[src/rtl/sfm_pkg.sv]
// Shared softmax types: control/flag bundles, FSM states, command bits.
// Ports: none (package).
package sfm_pkg;

   localparam int unsigned ELEMS_PER_BEAT_DEF = 8;

   localparam int unsigned CMD_ACC_ONLY = 0;
   localparam int unsigned CMD_DIV_ONLY = 1;
   localparam int unsigned CMD_LAST     = 2;

   typedef enum logic [2:0] {
      IDLE, LOAD, ACC, DRAIN, FIN, RED, DIV
   } sfm_ctrl_state_t;

   typedef struct packed {
      logic        acc_only;
      logic        load_reciprocal;
      logic [31:0] reciprocal;
   } accumulator_ctrl_t;

   typedef struct packed {
      logic              clear_regs;
      logic              acc_finished;
      logic              load_max;
      logic              load_denominator;
      logic              disable_max;
      logic              dividing;
      logic [31:0]       max;
      logic [31:0]       denominator;
      accumulator_ctrl_t accumulator_ctrl;
   } datapath_ctrl_t;

   typedef struct packed {
      logic        acc_done;
      logic        inv_done;
      logic [31:0] denominator;
   } accumulator_flags_t;

   typedef struct packed {
      logic               datapath_busy;
      logic [31:0]        max;
      accumulator_flags_t accumulator_flags;
   } datapath_flags_t;

   // ceil(len / 2**sh), one extra bit so a full 32-bit length cannot wrap
   function automatic logic [32:0] beats_of(input logic [31:0] len,
                                            input int unsigned sh);
      logic [32:0] round;
      round = (33'd1 << sh) - 33'd1;
      return ({1'b0, len} + round) >> sh;
   endfunction

endpackage

[src/rtl/sfm_beat_counter.sv]
// Saturating beat counter: clear, enable, target; reports reached and last step.
// Ports: clk, rst, clear, enable, target -> reached, last_step.
module sfm_beat_counter #(
   parameter int unsigned CNT_W = 32
) (
   input  logic             clk,
   input  logic             rst,
   input  logic             clear,
   input  logic             enable,
   input  logic [CNT_W-1:0] target,
   output logic             reached,
   output logic             last_step
);

   logic [CNT_W-1:0] count;

   assign reached   = (count >= target);
   // the beat accepted this cycle is the one that lands on target
   assign last_step = enable && !reached &&
                      ((count + CNT_W'(1)) == target);

   always_ff @(posedge clk) begin
      if (rst || clear)
         count <= '0;
      else if (enable && !reached)
         count <= count + CNT_W'(1);
   end

endmodule

[src/rtl/sfm_datapath_ctrl.sv]
// Softmax datapath control FSM: sequences accumulate/divide over a stream.
// Ports: clk_i, rst_i, start_i, tot_len_i, commands_i, max_i, denominator_i,
//   in_beat_i, out_beat_i, flags_i -> in_req_o, out_req_o, ctrl_o, busy_o,
//   done_o, max_o, denominator_o, cycles_o (live only with SFM_CTRL_PERF_CNT_EN).
module sfm_datapath_ctrl
   import sfm_pkg::*;
#(
   parameter int unsigned ELEMS_PER_BEAT = ELEMS_PER_BEAT_DEF,
   parameter int unsigned CNT_W          = 32
) (
   input  logic            clk_i,
   input  logic            rst_i,
   input  logic            start_i,
   input  logic [31:0]     tot_len_i,
   input  logic [2:0]      commands_i,
   input  logic [31:0]     max_i,
   input  logic [31:0]     denominator_i,
   input  logic            in_beat_i,
   input  logic            out_beat_i,
   input  datapath_flags_t flags_i,
   output logic            in_req_o,
   output logic            out_req_o,
   output datapath_ctrl_t  ctrl_o,
   output logic            busy_o,
   output logic            done_o,
   output logic [31:0]     max_o,
   output logic [31:0]     denominator_o,
   output logic [CNT_W-1:0] cycles_o
);

   localparam int unsigned SH = $clog2(ELEMS_PER_BEAT);

   sfm_ctrl_state_t  state;
   logic [CNT_W-1:0] beats_q;
   logic             acc_only_q;
   logic             last_q;
   logic             first_q;

   logic accept, acc_only_d, go_div, in_clear;
   logic in_reached, in_step, out_reached, out_step;
   logic in_hit, out_hit;

   // a start landing on the done cycle is dropped
   assign accept     = (state == IDLE) && start_i && !done_o;
   assign acc_only_d = commands_i[CMD_ACC_ONLY] &
                       ~commands_i[CMD_DIV_ONLY];
   assign go_div     = (state == RED) && !acc_only_q &&
                       flags_i.accumulator_flags.inv_done;
   // the divide pass re-streams the input, so in_cnt restarts
   assign in_clear   = accept | go_div;
   assign in_hit     = in_reached | in_step;
   assign out_hit    = out_reached | out_step;

   sfm_beat_counter #(.CNT_W(CNT_W)) u_in_cnt (
      .clk       (clk_i),
      .rst       (rst_i),
      .clear     (in_clear),
      .enable    (in_beat_i & in_req_o),
      .target    (beats_q),
      .reached   (in_reached),
      .last_step (in_step)
   );

   sfm_beat_counter #(.CNT_W(CNT_W)) u_out_cnt (
      .clk       (clk_i),
      .rst       (rst_i),
      .clear     (accept),
      .enable    (out_beat_i & out_req_o),
      .target    (beats_q),
      .reached   (out_reached),
      .last_step (out_step)
   );

   always_ff @(posedge clk_i) begin
      if (rst_i) begin
         state         <= IDLE;
         beats_q       <= '0;
         acc_only_q    <= 1'b0;
         last_q        <= 1'b0;
         first_q       <= 1'b1;
         in_req_o      <= 1'b0;
         out_req_o     <= 1'b0;
         ctrl_o        <= '0;
         busy_o        <= 1'b0;
         done_o        <= 1'b0;
         max_o         <= '0;
         denominator_o <= '0;
      end else begin
         done_o                  <= 1'b0;
         ctrl_o.clear_regs       <= 1'b0;
         ctrl_o.acc_finished     <= 1'b0;
         ctrl_o.load_max         <= 1'b0;
         ctrl_o.load_denominator <= 1'b0;
         ctrl_o.max              <= '0;
         ctrl_o.denominator      <= '0;
         unique case (state)
            IDLE: begin
               if (accept) begin
                  beats_q    <= CNT_W'(beats_of(tot_len_i, SH));
                  acc_only_q <= acc_only_d;
                  last_q     <= commands_i[CMD_LAST];
                  if (tot_len_i == 32'd0) begin
                     done_o  <= 1'b1;
                     first_q <= commands_i[CMD_LAST];
                  end else begin
                     if (!commands_i[CMD_LAST])
                        first_q <= 1'b0;
                     busy_o <= 1'b1;
                     ctrl_o.accumulator_ctrl.acc_only <= acc_only_d;
                     if (commands_i[CMD_DIV_ONLY]) begin
                        state                   <= LOAD;
                        ctrl_o.load_max         <= 1'b1;
                        ctrl_o.load_denominator <= 1'b1;
                        ctrl_o.max              <= max_i;
                        ctrl_o.denominator      <= denominator_i;
                     end else begin
                        state             <= ACC;
                        in_req_o          <= 1'b1;
                        ctrl_o.clear_regs <= first_q;
                     end
                  end
               end
            end
            LOAD: begin
               state               <= FIN;
               ctrl_o.acc_finished <= 1'b1;
            end
            ACC: begin
               if (in_hit) begin
                  state    <= DRAIN;
                  in_req_o <= 1'b0;
               end
            end
            DRAIN: begin
               if (!flags_i.datapath_busy) begin
                  state               <= FIN;
                  ctrl_o.acc_finished <= 1'b1;
               end
            end
            FIN: state <= RED;
            RED: begin
               if (acc_only_q) begin
                  if (flags_i.accumulator_flags.acc_done) begin
                     max_o         <= flags_i.max;
                     denominator_o <= flags_i.accumulator_flags.denominator;
                     done_o        <= 1'b1;
                     busy_o        <= 1'b0;
                     state         <= IDLE;
                     ctrl_o.accumulator_ctrl.acc_only <= 1'b0;
                     if (last_q)
                        first_q <= 1'b1;
                  end
               end else if (go_div) begin
                  state              <= DIV;
                  in_req_o           <= 1'b1;
                  out_req_o          <= 1'b1;
                  ctrl_o.disable_max <= 1'b1;
                  ctrl_o.dividing    <= 1'b1;
               end
            end
            DIV: begin
               in_req_o  <= !in_hit;
               out_req_o <= !out_hit;
               if (out_reached && !flags_i.datapath_busy) begin
                  done_o             <= 1'b1;
                  busy_o             <= 1'b0;
                  state              <= IDLE;
                  in_req_o           <= 1'b0;
                  out_req_o          <= 1'b0;
                  ctrl_o.disable_max <= 1'b0;
                  ctrl_o.dividing    <= 1'b0;
                  ctrl_o.accumulator_ctrl.acc_only <= 1'b0;
                  if (last_q)
                     first_q <= 1'b1;
               end
            end
            default: state <= IDLE;
         endcase
      end
   end

`ifdef SFM_CTRL_PERF_CNT_EN
   always_ff @(posedge clk_i) begin
      if (rst_i || accept)
         cycles_o <= '0;
      else if (busy_o)
         cycles_o <= cycles_o + CNT_W'(1);
   end
`else
   assign cycles_o = '0;
`endif

endmodule

[config.mk]
export PLATFORM = sky130hd
export DESIGN_NAME = sfm_datapath_ctrl
export DESIGN_NICKNAME = d
export VERILOG_FILES = /design/src/rtl/sfm_pkg.sv /design/src/rtl/sfm_beat_counter.sv /design/src/rtl/sfm_datapath_ctrl.sv
export SDC_FILE = /design/constraint.sdc
export NUM_CORES = 1
export LEC_CHECK = 0
export BUFFER_PORTS_ARGS = -buffer_cell sky130_fd_sc_hd__buf_4
export CAP_MARGIN = 20
export CORE_AREA = 3 3 185 187
export DETAILED_ROUTE_END_ITERATION = 10
export DIE_AREA = 0 0 188 190
export PLACE_DENSITY = 0.74
export SYNTH_ARGS = -nofsm -noshare
export SYNTH_HDL_FRONTEND = slang
export SYNTH_SLANG_ARGS = --single-unit
export TNS_END_PERCENT = 5
[constraint.sdc]
create_clock -name clk_i -period 3 [get_ports clk_i]
set_input_delay 0.15 -clock clk_i [delete_from_list [all_inputs] [get_ports clk_i]]
set_output_delay 0.15 -clock clk_i [all_outputs]
set_load 0.01 [all_outputs]
==> results.py, run 1 <==
metrics = {
    "cts": {
        "post-cts-setup-buffers": 0,
        "htree_num_levels": 1,
        "clockBufferDepth": 3,
        "numCtsBuffers": 27,
        "cts_tree": "done",
        "cts.sinks": 237,
        "path_clk_slew_ns": 0.06,
        "clk_latency_ns": 0.56,
        "root_buffer": "clkbuf_16",
    },
    "critical_path": {
        "reg2reg_from": "u_in_cnt.count[9]$_SDFFE_PP0P_",
        "critPathBufInv": 0,
        "worst_r2r_path_depth": 8,
        "cp-end-kind": "register",
        "max_stage_delay_ns": 0.56,
        "critPathArrivalTime_ns": 3.35,
        "cp.required_ns": 3.49,
        "r2r-end": "state[0]$_SDFFE_PP0P_",
        "path_delay_family": "simple AND/OR/NAND/NOR gates",
        "crit_path_top_delay_cell": "or4_4",
        "worstSetupPathType": "reg -> reg",
        "cp-start-kind": "register",
        "crit_chain": "nand4_2 > or4_4 > nor3_1 > xnor2_1 > o311ai_0 > or4_1 > o311ai_1 > and3_1",
        "worstPathMaxFanout": 6,
        "r2r_slack_ns": 0.14,
    },
    "placed_design": {
        "dp_cells": 2384,
        "gp_congestion": 1.003,
        "place_area_um2": 16160,
        "port_buffers": 309,
        "hpwlAfterDp_um": 34120,
    },
    "sta": {
        "setup_viol": 0,
        "timing.final.crit_share": 0.9520,
        "skew_ns": 0.02199,
        "max_slew_margin": 0.4583,
        "rsz0062_at_grt": "true",
        "drv_slew": 0,
        "worst_pin_slew_ns": 0.8125,
        "hold_viol": 0,
        "post-route-min-period_ns": 2.856,
        "max_freq_mhz": 350.1,
    },
    "logic_synthesis": {
        "async_reset_ff_frac": 0,
        "syn_inst": 1623,
        "synth.distinct_cells": 69,
        "synth-edff-count": 0,
        "syn_area_um2": 13070,
        "yosysTopAreaCell": "dfxtp_1",
        "synthFlopType": "dfxtp_1",
        "yosysWarningCount": 0,
        "yosysSeqAreaShare": 0.3629,
        "synth_area_leaders": "dfxtp_1 (36%), xnor2_1 (6.6%), nand2_1 (6.2%)",
        "synthTopCellsByCount": "dfxtp_1 (237), nand2_1 (217), nor2_1 (132)",
        "avgSynthCellArea_um2": 8.055,
        "yosysMostFrequentCell": "dfxtp_1",
        "synth_top_area_share": 0.3629,
        "synth_seq_cells": 237,
    },
    "routing": {
        "dr.pass1.iters": 5,
        "drc": 0,
        "drt_iter0_drc": 1145,
        "top_layer": "met4",
        "final_antenna_net_count": 0,
        "wirelength_um": 48470,
        "vias": 13910,
        "drt-met1-wl_um": 19310,
        "wl_met3_um": 4008,
        "routedWlPerCell_um": 18.74,
        "route.met2.wl_um": 23300,
        "viasPerCell": 5.379,
    },
    "floorplan": {
        "die_w_um": 188,
        "die_h_um": 190,
        "die_area_um2": 35720,
        "ios": 375,
        "rows": 66,
        "initial_core_util": 0.4008,
        "core_um2": 32620,
    },
    "grt": {
        "antenna_found_initial": 1,
        "grt_overflow": 0,
        "first_global_vias": 13800,
        "grt_pass1_wl_um": 75030,
        "grt_usage": 0.2585,
        "grt_max_degree": 72,
    },
    "flow_run": {
        "max_cap_viol_count": 0,
    },
    "power": {
        "power_density_nw_per_um2": 565.2,
        "vdd_drop_max_mv": 0.4737,
        "leakagePower_nw": 7.913,
    },
    "finish": {
        "fill_cells": 2742,
        "finish.instance_area_um2": 18640,
        "nNetsFinal": 2359,
        "fin_cells": 2586,
        "drive_gt1_frac": 0.2268,
        "syn2layout_area_growth_pct": 42.56,
    },
    "hold_path": {
        "holdPathStages": 3,
        "min_from": "tot_len_i[30]",
        "holdPathEnd": "beats_q[27]$_SDFFE_PP0P_",
        "min_path_type": "in -> reg",
    },
    "run_status": {
        "status": "finished clean",
    },
}
==> how the worst max path moves through the flow <==
stage | slack [ns] | startpoint | cells past startpoint | endpoint
4_1_cts | 0.09 | u_in_cnt.count[7]$_SDFFE_PP0P_ | 8 | state[0]$_SDFFE_PP0P_
2_1_floorplan | 0.24 | u_in_cnt.count[2]$_SDFFE_PP0P_ | 10 | state[0]$_SDFFE_PP0P_
5_1_grt | -0.004 | u_in_cnt.count[0]$_SDFFE_PP0P_ | 11 | state[0]$_SDFFE_PP0P_
3_3_place_gp | 0.14 | u_in_cnt.count[0]$_SDFFE_PP0P_ | 9 | state[0]$_SDFFE_PP0P_
3_5_place_dp | 0.12 | u_in_cnt.count[7]$_SDFFE_PP0P_ | 8 | state[0]$_SDFFE_PP0P_
6_report | 0.14 | u_in_cnt.count[9]$_SDFFE_PP0P_ | 8 | state[0]$_SDFFE_PP0P_
==> registers in the layout, summed over array words and instances, names as in the netlist <==
register,count
done_o,1
out_req_o,1
ctrl_o,69
denominator_o,32
last_q,1
first_q,1
acc_only_q,1
u_in_cnt.count,32
beats_q,30
in_req_o,1
max_o,32
busy_o,1
state,3
u_out_cnt.count,32
==> metrics by stage <==
stage / hold WS (ns) / setup slack (ns) / total power, mW / setup TNS (ns) / utilization
global placement: 0.3827 / 0.1409 / 6.948 / 0 / 0.4955
CTS: 0.0004696 / 0.08609 / 10.49 / 0 / 0.5698
global route: 0.01128 / -0.003794 / 11.04 / -0.003794 / 0.5713
detailed placement: 0.3857 / 0.1158 / 7.010 / 0 / 0.4955
floorplan: 0.2860 / 0.2392 / 5.713 / 0 / -
finish: 0.001681 / 0.1439 / 10.53 / 0 / 0.5714
==> worst reg2reg max path: cells and delay by family, from the launching register on <==
kind,cells,cell delay [ns]
AND/OR/NAND/NOR,5,1.74
flip-flops,1,0.48
AO/OA/AOI/OAI,2,0.44
XOR/XNOR,1,0.14
==> power by group <==
part           switching, mW  internal [mW]  total [mW]
combinational           2.07           1.55        3.63
clock                   1.36           1.95        3.31
sequential             0.176           3.42        3.60
total                   3.61           6.93        10.5
==> layout make-up <==
class | count | area [µm²] | share of cell area
Multi-Input combinational cell | 1239 | 7577 | 0.4066
Antenna cell | 1 | 2.502 | 0.0001343
Timing Repair Buffer | 574 | 4710 | 0.2527
Inverter | 47 | 176.4 | 0.009466
Clock buffer | 40 | 774.5 | 0.04155
Tap cell | 442 | 553.0 | 0.02967
Sequential cell | 237 | 4747 | 0.2547
Clock inverter | 6 | 97.59 | 0.005236
==> kinds of logic (layout without fill, tap and decap cells) <==
kind of cell / after synthesis / count (layout) / share of synthesized area
muxes: 11 / 11 / 0.008518
other: 1 / 66 / 0.0002868
DFF: 237 / 237 / 0.3629
adders and majority gates: 62 / 62 / 0.05934
buffers and inverters: 211 / 667 / 0.08192
and+or+nand+nor: 692 / 692 / 0.2638
xor gates and xnor gates: 152 / 152 / 0.1018
AOI/OAI and AO/OA: 257 / 257 / 0.1214
==> layout by cell type, fill, tap and decap left out, drive strengths merged, types with 12 or more instances in the layout <==
cell,instances
a211oi,26
a21oi,114
and2,12
and3,77
buf,419
clkbuf,40
conb,65
dfxtp,237
dlygate4sd3,155
ha,62
inv,48
nand2,217
nand2b,13
nand3,50
nand4,47
nor2,132
nor3,39
nor4,51
o21ai,38
xnor2,99
xor2,53
==> layer usage <==
layer | vias to the layer above | global-route usage
met1 | 6506 | 0.3233
met4 | 0 | 0.09610
met3 | 143 | 0.05399
met2 | 721 | 0.4400
li1 | 6541 | -
met5 | - | 0
==> repair_timing <==
action | 4_1_cts | 5_1_grt
resized for setup | 0 | 12
endpoints found under the hold margin | 159 | 0
hold buffers | 155 | 0
setup endpoints to repair | 0 | 34
Power figures use the tool's default switching activity.
==> run 2, diff against run 1 <==
--- a/config.mk
+++ b/config.mk
@@ -11,6 +11,7 @@
 export DETAILED_ROUTE_END_ITERATION = 10
 export DIE_AREA = 0 0 188 190
 export PLACE_DENSITY = 0.74
+export RECOVER_POWER = 50
 export SYNTH_ARGS = -nofsm -noshare
 export SYNTH_HDL_FRONTEND = slang
 export SYNTH_SLANG_ARGS = --single-unit
==> results.py, run 2 (same netlist as run 1, synthesis figures left out) <==
metrics = {
    "floorplan": {
        "die_area_um2": 35720,
        "die_h_um": 190,
        "initial_core_util": 0.4008,
        "die_w_um": 188,
        "core_um2": 32620,
        "ios": 375,
        "rows": 66,
    },
    "routing": {
        "viasPerCell": 5.386,
        "drc": 0,
        "drt_iter0_drc": 1165,
        "final_antenna_net_count": 0,
        "wirelength_um": 48340,
        "vias": 13930,
        "routedWlPerCell_um": 18.69,
        "dr.pass1.iters": 6,
    },
    "hold_path": {
        "min_path_type": "in -> reg",
    },
    "cts": {
        "root_buffer": "clkbuf_16",
        "cts.sinks": 237,
        "clk_latency_ns": 0.56,
        "cts_tree": "done",
        "path_clk_slew_ns": 0.06,
        "htree_num_levels": 1,
        "clockBufferDepth": 3,
        "numCtsBuffers": 27,
    },
    "sta": {
        "hold_viol": 1,
        "max_freq_mhz": 350.6,
        "skew_ns": 0.01924,
        "worst_pin_slew_ns": 1.122,
        "setup_viol": 0,
        "max_slew_margin": 0.2520,
        "post-route-min-period_ns": 2.852,
        "rsz0062_at_grt": "true",
        "drv_slew": 0,
        "setup_ws_ns": 0.1480,
        "timing.final.crit_share": 0.9507,
        "hold_ws_ns": -0.0002168,
    },
    "grt": {
        "first_global_vias": 13800,
        "grt_usage": 0.2585,
        "grt_max_degree": 72,
        "grt_overflow": 0,
        "grt_pass1_wl_um": 75030,
        "antenna_found_initial": 1,
    },
    "power": {
        "vdd_drop_max_mv": 0.4700,
        "leakagePower_nw": 7.314,
        "power_density_nw_per_um2": 576.3,
    },
    "critical_path": {
        "worstPathMaxFanout": 6,
        "critPathArrivalTime_ns": 3.34,
        "cp.required_ns": 3.49,
        "cp-start-kind": "register",
        "worstSetupPathType": "reg -> reg",
        "cp-end-kind": "register",
    },
    "finish": {
        "drive_gt1_frac": 0.1601,
        "top_register": "ctrl_o",
        "fin_cells": 2587,
        "finish.instance_area_um2": 18100,
        "nNetsFinal": 2359,
        "final_cell_mix": "buf_4 (276), dfxtp_1 (235), nand2_1 (217), dlygate4sd3_1 (155), clkbuf_1 (149)",
        "final_common_cell": "buf_4",
        "syn2layout_area_growth_pct": 38.46,
        "largest_reg_flops": 69,
    },
    "placed_design": {
        "place_area_um2": 16160,
        "port_buffers": 309,
        "hpwlAfterDp_um": 34120,
        "dpl_worst_slack_ns": 0.1158,
        "gp_congestion": 1.003,
        "dp_cells": 2384,
    },
    "run_status": {
        "violations": "negative hold slack",
        "status": "finished with violations",
    },
    "flow_run": {
        "max_cap_viol_count": 0,
    },
}
-- run 2: what timing repair did --
| action | 4_1_cts | 5_1_grt |
|---|---|---|
| setup buffers | 0 | 0 |
| resized for setup | 0 | 12 |
| endpoints found under the hold margin | 159 | 0 |
| hold buffers | 155 | 0 |
| endpoints found under the setup margin | 0 | 34 |
-- run 2: report_power, final --
part	internal [mW]	total [mW]	switching (mW)
combinational	1.47	3.53	2.07
clock	1.95	3.30	1.35
sequential	3.42	3.60	0.173
total	6.84	10.4	3.59
-- run 2: final timing paths --
check                                 start                       endpoint  slack (ns)  depth (start not counted)
max          u_in_cnt.count[9]$_SDFFE_PP0P_          state[0]$_SDFFE_PP0P_        0.15                          8
min                           tot_len_i[30]       beats_q[27]$_SDFFE_PP0P_     -0.0002                          3
max reg2reg  u_in_cnt.count[9]$_SDFFE_PP0P_          state[0]$_SDFFE_PP0P_        0.15                          8
min reg2reg   denominator_o[4]$_SDFFE_PP0P_  denominator_o[4]$_SDFFE_PP0P_        0.45                          2
-- run 2: layout make-up --
cell class / count / area [µm²]
antenna: 2 / 5.005
clock buffer: 40 / 774.5
clock inverter: 6 / 97.59
fill: 2911 / 14520
inverter: 47 / 176.4
multi-input combinational: 1239 / 7571
sequential: 237 / 4747
tap: 442 / 553.0
timing repair buffer: 574 / 4178
-- run 2: metal layers --
| layer | global-route usage | up-vias | wire length (µm) |
|---|---|---|---|
| met5 | 0 | - | 0 |
| met2 | 0.4400 | 732 | 23300 |
| met1 | 0.3233 | 6513 | 19250 |
| met4 | 0.09610 | 0 | 1888 |
| li1 | - | 6546 | - |
| met3 | 0.05399 | 142 | 3911 |
-- run 2: per-stage QoR --
step                setup TNS (ns)  hold WS, ns    util  power (mW)
floorplan                        0       0.2860       -       5.713
global placement                 0       0.3827  0.4955       6.948
detailed placement               0       0.3857  0.4955       7.010
CTS                              0    0.0004696  0.5698       10.49
global route             -0.003794      0.01128  0.5548       10.95
finish                           0   -0.0002168  0.5550       10.43
-- run 2: worst max-delay path, stage by stage, from the launching register on --
cell,delay (ns)
dfxtp_1,0.48
nand4_2,0.17
or4_4,0.56
nor3_1,0.25
xnor2_1,0.14
o311ai_0,0.14
or4_1,0.56
o311ai_1,0.30
and3_1,0.19
==> run 3, diff against run 2 <==
==> constraint.sdc (replaced) <==
create_clock -name clk_i -period 3.4 [get_ports clk_i]
set_input_delay 0.17 -clock clk_i [delete_from_list [all_inputs] [get_ports clk_i]]
set_output_delay 0.17 -clock clk_i [all_outputs]
set_load 0.01 [all_outputs]
==> results.py, run 3 (same netlist as run 1, synthesis figures left out) <==
metrics = {
    "finish": {
        "largest_reg_flops": 69,
        "drive_gt1_frac": 0.1435,
        "final_common_cell": "dfxtp_1",
        "nNetsFinal": 2317,
        "fill_cells": 2974,
        "final_cell_mix": "dfxtp_1 (237), buf_4 (233), nand2_1 (217), dlygate4sd3_1 (154), clkbuf_1 (146)",
        "finish.instance_area_um2": 17880,
        "top_register": "ctrl_o",
        "syn2layout_area_growth_pct": 36.77,
    },
    "critical_path": {
        "cp-start-kind": "register",
        "cp-end-kind": "register",
        "cp.required_ns": 3.85,
        "worstPathMaxFanout": 8,
        "cpMostUsedCell": "a21oi_1",
        "crit_chain": "ha_1 > nand3_1 > or4_1 > or3_1 > xnor2_1 > a21oi_1 > nand4_1 > nor4_1 > a21oi_1",
        "critPathBufInv": 0,
        "critPathArrivalTime_ns": 3.57,
        "r2r_slack_ns": 0.28,
        "max_stage_delay_ns": 0.64,
        "crit_path_top_delay_cell": "or4_1",
        "worstSetupPathType": "reg -> reg",
        "path_delay_family": "simple AND/OR/NAND/NOR gates",
    },
    "sta": {
        "finalSetupTns_ns": 0,
        "post-route-min-period_ns": 3.117,
        "setup_viol": 0,
        "hold_viol": 0,
        "worst_pin_slew_ns": 1.782,
        "drv_slew": 46,
        "rsz0062_at_grt": "false",
        "setup_ws_ns": 0.2828,
        "max_freq_mhz": 320.8,
        "skew_ns": 0.04740,
        "timing.final.crit_share": 0.9168,
        "hold_ws_ns": 0.02748,
        "max_slew_margin": -0.1882,
    },
    "floorplan": {
        "core_um2": 32620,
        "rows": 66,
        "die_h_um": 190,
        "die_area_um2": 35720,
        "die_w_um": 188,
        "initial_core_util": 0.4008,
        "ios": 375,
    },
    "power": {
        "p_int_mw": 6.244,
        "leakagePower_nw": 7.154,
        "power.share.clock": 0.344,
        "pwr-share-seq": 0.340,
        "power_density_nw_per_um2": 532.0,
        "p_switching_mw": 3.268,
        "total_power_mw": 9.512,
        "vdd_drop_max_mv": 0.4700,
        "power.share.combinational": 0.316,
        "swShare": 0.3436,
    },
    "hold_path": {
        "min_path_type": "in -> reg",
    },
    "cts": {
        "cts.sinks": 237,
        "clk_latency_ns": 0.58,
        "htree_num_levels": 1,
        "post-cts-setup-buffers": 0,
        "root_buffer": "clkbuf_16",
        "clockBufferDepth": 3,
        "cts_tree": "done",
        "numCtsBuffers": 28,
        "path_clk_slew_ns": 0.06,
    },
    "routing": {
        "drc": 0,
        "viasPerCell": 5.413,
        "wirelength_um": 48750,
        "vias": 13800,
        "drt_iter0_drc": 1064,
        "routedWlPerCell_um": 19.13,
        "final_antenna_net_count": 0,
        "dr.pass1.iters": 6,
    },
    "placed_design": {
        "dpl_worst_slack_ns": 0.1739,
        "place_area_um2": 15850,
        "port_buffers": 309,
        "hpwlAfterDp_um": 34230,
        "gp_congestion": 0.9529,
    },
    "flow_run": {
        "max_cap_viol_count": 1,
    },
    "grt": {
        "grt_pass1_wl_um": 75090,
        "grt_overflow": 0,
        "grt_max_degree": 72,
        "antenna_found_initial": 4,
        "first_global_vias": 13580,
        "grt_usage": 0.2604,
    },
    "run_status": {
        "violations": "max-capacitance violations, max-slew violations",
        "status": "finished with violations",
    },
}
[run 3: power groups by stage]
stage	clock (mW)	combinational (mW)	sequential (mW)
6_report	3.27	3.01	3.23
5_1_grt	3.41	3.26	3.27
4_1_cts	3.31	3.02	3.23
3_5_place_dp	0	2.85	3.29
3_3_place_gp	0	2.80	3.28
2_1_floorplan	0	1.74	3.30
[run 3: final timing paths]
| kind | from | end | cells after the start |
|---|---|---|---|
| min reg2reg | last_q$_SDFFE_PP0P_ | last_q$_SDFFE_PP0P_ | 2 |
| max | u_out_cnt.count[1]$_SDFFE_PP0P_ | out_req_o$_SDFFE_PP0P_ | 9 |
| min | tot_len_i[10] | beats_q[7]$_SDFFE_PP0P_ | 4 |
| max reg2reg | u_out_cnt.count[1]$_SDFFE_PP0P_ | out_req_o$_SDFFE_PP0P_ | 9 |
[run 3: metrics by stage]
step,instances,util
after floorplan,1687,-
after global placement,2342,0.4858
after detailed placement,2342,0.4858
after CTS,2547,0.5642
after global routing,2547,0.5480
final,2549,0.5482
[run 3: cell type report]
class,count,area [µm²],share of cell area
inverter,47,176.4,0.009866
sequential,237,4745,0.2653
multi-input combinational,1239,7538,0.4216
timing repair buffer,531,3847,0.2152
tap,442,553.0,0.03093
clock inverter,12,193.9,0.01085
clock buffer,39,822.0,0.04597
antenna,2,5.005,0.0002799
[run 3: routing by layer]
layer | up-vias | track usage | part of all wire
li1 | 6470 | - | -
met1 | 6525 | 0.3328 | 0.40
met2 | 671 | 0.4465 | 0.48
met3 | 129 | 0.04496 | 0.079
met4 | 2 | 0.08658 | 0.038
met5 | - | 0 | 0.00035
[run 3: timing repair]
action	in CTS	in global routing
hold endpoints to repair	157	0
setup endpoints to repair	0	3
gates resized for setup	0	3
hold buffers	154	0
[run 3: worst min-delay path, cell delays in order]
cell      delay, ns
buf_4          0.09
inv_1          0.05
xnor2_1        0.18
a211oi_1       0.07
